<file path="config.mk">
export PLATFORM = sky130hd
export DESIGN_NAME = display_scan_driver_flat
export DESIGN_NICKNAME = d
export VERILOG_FILES = /design/src/rtl/display_scan_driver_if.sv /design/src/rtl/display_scan_driver.sv /design/src/flat_wrapper.sv
export SDC_FILE = /design/constraint.sdc
export NUM_CORES = 1
export LEC_CHECK = 0
export CAP_MARGIN = 20
export CORE_MARGIN = 2
export CORE_UTILIZATION = 55
export CTS_CLUSTER_SIZE = 10
export DETAILED_ROUTE_END_ITERATION = 10
export MAX_ROUTING_LAYER = met4
export PLACE_DENSITY = 0.93
export SLEW_MARGIN = 20
export SYNTH_ARGS = -nofsm -noshare
export SYNTH_HDL_FRONTEND = slang
export SYNTH_SLANG_ARGS = --single-unit
</file>
<file path="constraint.sdc">
create_clock -name clk_in -period 6.39 [get_ports clk_in]
set_clock_uncertainty 0.05 [all_clocks]
set_input_delay 1.278 -clock clk_in [delete_from_list [all_inputs] [get_ports clk_in]]
set_output_delay 1.278 -clock clk_in [all_outputs]
set_load 0.02 [all_outputs]
</file>
<file path="src/rtl/display_scan_driver_if.sv">
// Signal bundle between the seven-segment scan driver and the logic that feeds it.
// The slave side is the driver. The master side supplies the scan clock, the digits and the enable.
interface display_scan_driver_if #(
  parameter int NUM_DIGITS = 8
);
  logic                    scan_clk;
  logic [4*NUM_DIGITS-1:0] value;
  logic [NUM_DIGITS-1:0]   dp_mask;
  logic                    enable;
  logic [NUM_DIGITS-1:0]   an;
  logic [6:0]              seg;
  logic                    dp;
  logic                    frame_start;

  modport master (
    output scan_clk, value, dp_mask, enable,
    input  an, seg, dp, frame_start
  );

  modport slave (
    input  scan_clk, value, dp_mask, enable,
    output an, seg, dp, frame_start
  );
endinterface

</file>
<file path="src/rtl/display_scan_driver.sv">
// Drives a time-multiplexed common-anode seven-segment display (active-low anodes, segments and dp).
// Each rising edge of the synchronised scan clock advances one digit, and the value is snapshotted once per frame.
module display_scan_driver #(
  parameter int NUM_DIGITS    = 8,
  parameter bit BLANK_LEADING = 1'b1
) (
  input logic                  clk_in,
  input logic                  reset,
  display_scan_driver_if.slave bus
);

  localparam int IDX_W = $clog2(NUM_DIGITS);
  localparam logic [IDX_W-1:0] LAST_IDX = IDX_W'(NUM_DIGITS - 1);

  logic                    s1, s2, s_prev;
  logic                    step, last;
  logic [IDX_W-1:0]        idx;
  logic [4*NUM_DIGITS-1:0] value_q;
  logic [NUM_DIGITS-1:0]   dp_q;
  logic                    wrap_p1;
  logic [3:0]              nib;
  logic [NUM_DIGITS-1:0]   lead_zero;
  logic                    blank, dark;
  logic [NUM_DIGITS-1:0]   an_q;
  logic [6:0]              seg_q;
  logic                    dp_q_out;
  logic                    frame_q;

  function automatic logic [6:0] decode(input logic [3:0] n);
    case (n)
      4'h0: return 7'h40;
      4'h1: return 7'h79;
      4'h2: return 7'h24;
      4'h3: return 7'h30;
      4'h4: return 7'h19;
      4'h5: return 7'h12;
      4'h6: return 7'h02;
      4'h7: return 7'h78;
      4'h8: return 7'h00;
      4'h9: return 7'h10;
      4'hA: return 7'h08;
      4'hB: return 7'h03;
      4'hC: return 7'h46;
      4'hD: return 7'h21;
      4'hE: return 7'h06;
      4'hF: return 7'h0E;
    endcase
  endfunction

  // Bit i is set when digit i and every digit above it are zero with no decimal point lit.
  // A lit dp therefore keeps the zeros below it visible.
  function automatic logic [NUM_DIGITS-1:0] leading_zero(
    input logic [4*NUM_DIGITS-1:0] v,
    input logic [NUM_DIGITS-1:0]   d
  );
    logic                  run;
    logic [NUM_DIGITS-1:0] r;
    run = 1'b1;
    r   = '0;
    for (int i = NUM_DIGITS - 1; i >= 0; i--) begin
      run  = run & (v[4*i +: 4] == 4'h0) & ~d[i];
      r[i] = run;
    end
    return r;
  endfunction

  assign step      = s2 & ~s_prev;
  assign last      = (idx == LAST_IDX);
  assign nib       = value_q[{idx, 2'b00} +: 4];
  assign lead_zero = leading_zero(value_q, dp_q);
  assign blank     = BLANK_LEADING && (idx != '0) && lead_zero[idx];
  assign dark      = ~bus.enable | blank;

  always_ff @(posedge clk_in) begin
    if (reset) begin
      s1       <= 1'b0;
      s2       <= 1'b0;
      s_prev   <= 1'b0;
      idx      <= '0;
      value_q  <= '0;
      dp_q     <= '0;
      wrap_p1  <= 1'b0;
      an_q     <= '1;
      seg_q    <= 7'h7F;
      dp_q_out <= 1'b1;
      frame_q  <= 1'b0;
    end else begin
      // Synchroniser and edge detect
      s1      <= bus.scan_clk;
      s2      <= s1;
      s_prev  <= s2;
      // Digit advance and frame snapshot
      wrap_p1 <= step & last;
      if (step) begin
        idx <= last ? '0 : idx + 1'b1;
        if (last) begin
          value_q <= bus.value;
          dp_q    <= bus.dp_mask;
        end
      end
      // Registered display outputs
      frame_q <= wrap_p1;
      if (dark) begin
        an_q     <= '1;
        seg_q    <= 7'h7F;
        dp_q_out <= 1'b1;
      end else begin
        an_q     <= ~(NUM_DIGITS'(1) << idx);
        seg_q    <= decode(nib);
        dp_q_out <= ~dp_q[idx];
      end
    end
  end

  assign bus.an          = an_q;
  assign bus.seg         = seg_q;
  assign bus.dp          = dp_q_out;
  assign bus.frame_start = frame_q;

endmodule

</file>
<file path="src/flat_wrapper.sv">
// flat-port wrapper written by rule: the top's interface ports become plain ports
module display_scan_driver_flat 
#(
  parameter int NUM_DIGITS    = 8,
  parameter bit BLANK_LEADING = 1'b1
)
  (clk_in, reset, bus_scan_clk, bus_value, bus_dp_mask, bus_enable, bus_an, bus_seg, bus_dp, bus_frame_start);
  display_scan_driver_if #(.NUM_DIGITS(NUM_DIGITS)) bus_i ();
  input logic clk_in;
  input logic reset;
  input wire logic [$bits(bus_i.scan_clk)-1:0] bus_scan_clk;
  input wire logic [$bits(bus_i.value)-1:0] bus_value;
  input wire logic [$bits(bus_i.dp_mask)-1:0] bus_dp_mask;
  input wire logic [$bits(bus_i.enable)-1:0] bus_enable;
  output wire logic [$bits(bus_i.an)-1:0] bus_an;
  output wire logic [$bits(bus_i.seg)-1:0] bus_seg;
  output wire logic [$bits(bus_i.dp)-1:0] bus_dp;
  output wire logic [$bits(bus_i.frame_start)-1:0] bus_frame_start;
  assign bus_i.scan_clk = bus_scan_clk;
  assign bus_i.value = bus_value;
  assign bus_i.dp_mask = bus_dp_mask;
  assign bus_i.enable = bus_enable;
  assign bus_an = bus_i.an;
  assign bus_seg = bus_i.seg;
  assign bus_dp = bus_i.dp;
  assign bus_frame_start = bus_i.frame_start;
  display_scan_driver #(.NUM_DIGITS(NUM_DIGITS), .BLANK_LEADING(BLANK_LEADING)) u_core (.clk_in(clk_in), .reset(reset), .bus(bus_i));
endmodule
</file>
## Word level (Yosys, flattened, before mapping)

Memories as Yosys holds them, arrays and structs flattened. A register that Yosys moved wholly into a read port is not among the register bits.
Cells that the tools add are included.

| operators by class | value |
|---|---|
| reductions and logical operators | 12 |
| muxes and demuxes | 5 |
| add/subtract/negate cells | 1 |
| shift-type cells | 2 |
| bitwise operators | 30 |
| order comparisons | 1 |
| equality and inequality tests | 1 |

Operators with widths:

| kind | count |
|---|---|
| $logic_not 4->1 | 8 |
| $shiftx 32x6->4 | 1 |
| $and 1x1->1 | 17 |
| $not 1->1 | 11 |
| $not 8->8 | 1 |
| $shl 1x3->8 const A | 1 |
| $bmux 1 s3 | 2 |
| $lt 3x4->1 const B | 1 |
| $add 3x1->3 const B | 1 |
| $eq 3x3->1 const B | 1 |
| $mux 3 | 1 |
| $reduce_bool 3->1 | 1 |
| $mux 1 | 2 |
| $reduce_and 2->1 | 1 |
| $reduce_or 2->1 | 1 |
| $logic_and 1x1->1 | 1 |
| $or 1x1->1 | 1 |

| word-level totals | value |
|---|---|
| bits in registers | 57 |
| ROM bits | 112 |
| memories kept | 1 |
| output and inout bits | 17 |
| word-level logic and storage cells | 63 |
| input port bits | 44 |

Memories:

| memory | depth | bits a word | read ports | clocked after memory_dff | wr ports | RTL line | RTL |
|---|---|---|---|---|---|---|---|
| (no name shown) | 16 | 7 | 1 | 1 | 0 | display_scan_driver.sv:30 | `case (n)` |

## Longest topological paths before layout

| logic depth | value |
|---|---|
| word-level depth | 21 |
| mapped depth | 10 |
| gate-level depth less buffers | 8 |

## Worst setup path after synthesis

Ideal clock, no wire load.

| path | value |
|---|---|
| path kind | register to register |
| start point | register u_core.idx[0] |
| end point | register u_core.seg_q[0] (netlist: u_core.bus.seg[0]) |
| library setup time | 0.073 ns |
| arrival | 2.249 ns |
| stages on the path, launching flop included | 11 |
| data required time | 6.267 ns |
| period minus slack after synthesis | 2.372 ns |
| setup slack | 4.018 ns |
| buffers on the path | 3 |
| cell sequence | dfxtp_1 > buf_4 > clkinv_1 > ha_1 > and2b_2 > nor3_1 > o31ai_1 > or4_1 > buf_2 > buf_6 > o211ai_2 |

| on the way | value |
|---|---|
| longest elaborated chain between the ends | 5 |
| elaborated cells between the ends (all ways) | 7 |
| classes of those cells | shift (1); mux (2); bitwise (1); reduce/logical (3) |

RTL lines:

| element | RTL line | RTL |
|---|---|---|
| start, declared | display_scan_driver.sv:17 | `logic [IDX_W-1:0] idx;` |
| start signal, assigned | display_scan_driver.sv:95 | `idx <= last ? '0 : idx + 1'b1;` |
| $bmux 1 s3 | display_scan_driver.sv:71 | `assign blank = BLANK_LEADING && (idx != '0) && lead_zero[idx];` |
| $mux 1 (implied by the code) | display_scan_driver.sv:71 |  |
| $logic_and 1x1->1 | display_scan_driver.sv:71 |  |
| $or 1x1->1 | display_scan_driver.sv:72 | `assign dark = ~bus.enable \| blank;` |
| $reduce_or 2->1 (no line) | - |  |
| end, declared | display_scan_driver.sv:25 | `logic [6:0] seg_q;` |

Several ways; a longest one is shown, not always the timed one. The select of a mux whose other input is x is not followed.
A chain may end at the register's enable or synchronous reset.

## Final worst setup path

| path | value |
|---|---|
| start point | register u_core.idx[0] |
| end point | register u_core.seg_q[2] (netlist: u_core.bus.seg[2]) |

The elaborated chain is that of the path after synthesis.

==> results.json <==
{
  "critPathSlowestCell": "or4_1",
  "postSynthCellCount": 318,
  "netlist_top_cells_area": "dfxtp_1 44%, nand2_1 11%, a21oi_1 7.8%, mux4_2 7.0%, ha_1 5.2%",
  "cp_cell_sequence": "clkinv_1 -> ha_1 -> and2b_2 -> nor3_1 -> o31ai_1 -> or4_1 -> o2111ai_1",
  "ys_seq_area_share_pct": 44.2,
  "power_density_nw_per_um2": 215,
  "postCtsHoldBufs": 0,
  "nets": 424,
  "power_frac_comb_pct": 7.5,
  "antenna_found_initial": 0,
  "cts.sinks": 64,
  "synth_top_family_by_area": "simple AND/OR/NAND/NOR gates",
  "drv_slew": 0,
  "power_frac_clock_pct": 40.7,
  "final_area_um2": 3670,
  "coreArea_um2": 5110,
  "synth-compound-area-share_pct": 11.3,
  "insertion_delay_ns": 0.35,
  "async_flop_share_pct": 0,
  "syn_to_final_growth_pct": 26.6,
  "setup_tns_ns": 0,
  "cts_tree": "built",
  "register_area_um2": 1280,
  "wire_per_inst_um": 14.6,
  "die_x_um": 76.6,
  "p_int_uw": 610,
  "post-route-period-util_pct": 48.3,
  "power.total_uw": 788,
  "dieArea_um2": 5870,
  "cts_setup_buffers": 0,
  "status": "complete, no violations",
  "hold_class": "register to register",
  "synth_mux_area_share_pct": 12.0,
  "crit_path_end_kind": "register",
  "p_seq_share_pct": 51.8,
  "start_kind": "register",
  "synth_seq_cells": 64,
  "drc_errors": 0,
  "first_pass_iters": 4,
  "synth_ff_type": "dfxtp_1",
  "rsz0062_at_grt": "false",
  "synth_area_um2": 2900,
  "p_sw_uw": 178,
  "placementRows": 26,
  "slowest_delay_ns": 0.84,
  "dp_hpwl_um": 4690,
  "viasPerCell": 5.44,
  "leakage_uw": 0.00136,
  "ant_nets": 0,
  "cap_violations": 0,
  "tightest_slew_ns": 0.926,
  "critPathKind": "register to register",
  "root_buffer": "clkbuf_8",
  "synth_top_area_cell": "dfxtp_1",
  "ys_types": 43,
  "path_buf_inv": 1,
  "ir_worst_vdd_v": 0.000169,
  "yosys.area_share.adder_pct": 5.17,
  "yosysWarningCount": 0,
  "synth_enable_flop_cells": 0,
  "place_congestion": 0.943,
  "num_vias": 2410,
  "fin_util_pct": 71.9,
  "grt_max_degree": 50,
  "post_synth_xor_area_fraction_pct": 0,
  "drt-initial-drc-count": 132,
  "placed_area_um2": 3490,
  "cts.clk_slew.worst_paths_ns": 0.07,
  "grt_pass1_wl_um": 10500,
  "die_y_um": 76.6,
  "final_layout_size_suffix_gt1_share_pct": 11.8,
  "antennaDiodeCount": 0,
  "fmax_mhz": 324,
  "switching_share_pct": 22.6,
  "globalRouteOverflowTotal": 0,
  "multiInputGateArea_um2": 1460,
  "crit_family": "simple AND/OR/NAND/NOR gates",
  "max_slew_margin_pct": 36.5,
  "drt_wl_total_um": 6480,
  "io_pins": 61,
  "timing.hold.ws_ns": 0.395,
  "fin_crit_ns": 3.08,
  "critPathMaxFanout": 16,
  "track_usage_pct": 23.3,
  "numCtsBuffers": 9,
  "cp.required_ns": 6.61,
  "fillers": 384,
  "port_buffers": 60,
  "htree_levels": 3,
  "yosys.area_share.simple_pct": 21.6,
  "grt_pass1_vias": 2371,
  "syn_nets": 374,
  "synth_area_per_cell_um2": 9.12,
  "cp.arrival_ns": 3.30,
  "hold_violations": 0,
  "cts_buffer_depth": 2,
  "cts_resized": 0,
  "synth_top_area_share_pct": 44.2,
  "finalSetupViolCount": 0,
  "start_util_pct": 56.8
}
-- Yosys cell counts (all sizes together) (3+ instances only) --
cell type / n
nand3: 10
buf: 5
or4: 8
clkbuf: 19
nor3: 4
ha: 12
nand2: 85
mux2i: 7
a21oi: 45
o22a: 3
nor2b: 6
inv: 5
mux4: 10
nor4: 3
nor2: 8
nand4: 5
dfxtp: 64
mux2: 4
-- worst paths after layout --
path	start	depth (start not counted)	endpoint	slack, ns
setup / recovery	u_core.idx[0]	7	u_core.bus.seg[2]	3.31
hold / removal	u_core.wrap_p1	1	u_core.bus.frame_start	0.39
setup reg to reg	u_core.idx[0]	7	u_core.bus.seg[2]	3.31
hold reg to reg	u_core.wrap_p1	1	u_core.bus.frame_start	0.39
-- per-layer routing --
| layer | track usage (%) | vias up | wire (um) |
|---|---|---|---|
| li1 | - | 1194 | - |
| met1 | 25.5 | 1089 | 2660 |
| met2 | 37.7 | 99 | 3210 |
| met3 | 5.33 | 28 | 401 |
| met4 | 16.2 | 0 | 215 |
| met5 | - | - | 0 |
-- area by class of cell --
| type | count | area share, % |
|---|---|---|
| clock buffer | 13 | 4.60 |
| clock inverter | 3 | 0.409 |
| inverter | 6 | 0.613 |
| multi-input combinational | 224 | 39.6 |
| sequential | 64 | 34.9 |
| tap | 70 | 2.38 |
| timing repair buffer | 63 | 17.5 |
-- per-stage QoR --
step | setup slack [ns] | instances
final | 3.31 | 443
after global routing | 3.09 | 443
after detailed placement | 2.95 | 427
after floorplan | 4.02 | 318
after CTS | 3.34 | 443
after global placement | 3.11 | 426
-- cells in the final DEF, fill, tap and decap left out, types with 2 or more instances in the layout --
master,netlist,routed
nand2_1,85,85
dfxtp_1,64,64
clkdlybuf4s50_1,0,60
a21oi_1,45,45
ha_1,12,12
clkbuf_8,3,12
mux4_2,9,9
nor2_1,8,8
or4_1,7,7
mux2i_1,6,6
nand3_1,6,6
nand4_1,5,5
nor2b_1,6,5
inv_1,4,4
mux2_2,4,4
nor3_1,4,4
nand3_2,4,4
nor4_1,3,3
clkinv_2,0,3
o22a_2,2,2
buf_4,1,2
-- power groups by stage --
stage               Combinational, uW  Clock (uW)  Sequential [uW]
floorplan                        25.1           0              419
global placement                 57.5           0              417
detailed placement               59.5           0              418
CTS                              59.7         321              409
global route                     63.9         336              409
finish                           59.4         321              408
-- logic make-up (layout without fill, tap and decap cells) --
family / Yosys count / count (layout)
AOI/OAI and AO/OA: 57 / 57
and+or+nand+nor: 134 / 134
adders and majority gates: 12 / 12
DFF: 64 / 64
buffers and inverters: 30 / 85
muxes: 21 / 21
-- state kept, by name, summed over array words and instances (netlist names), 3 cells and up --
name            cells
u_core.idx          3
u_core.bus.an       8
u_core.dp_q         8
u_core.value_q     32
u_core.bus.seg      7
No activity file was read; power rests on OpenSTA's default activity.
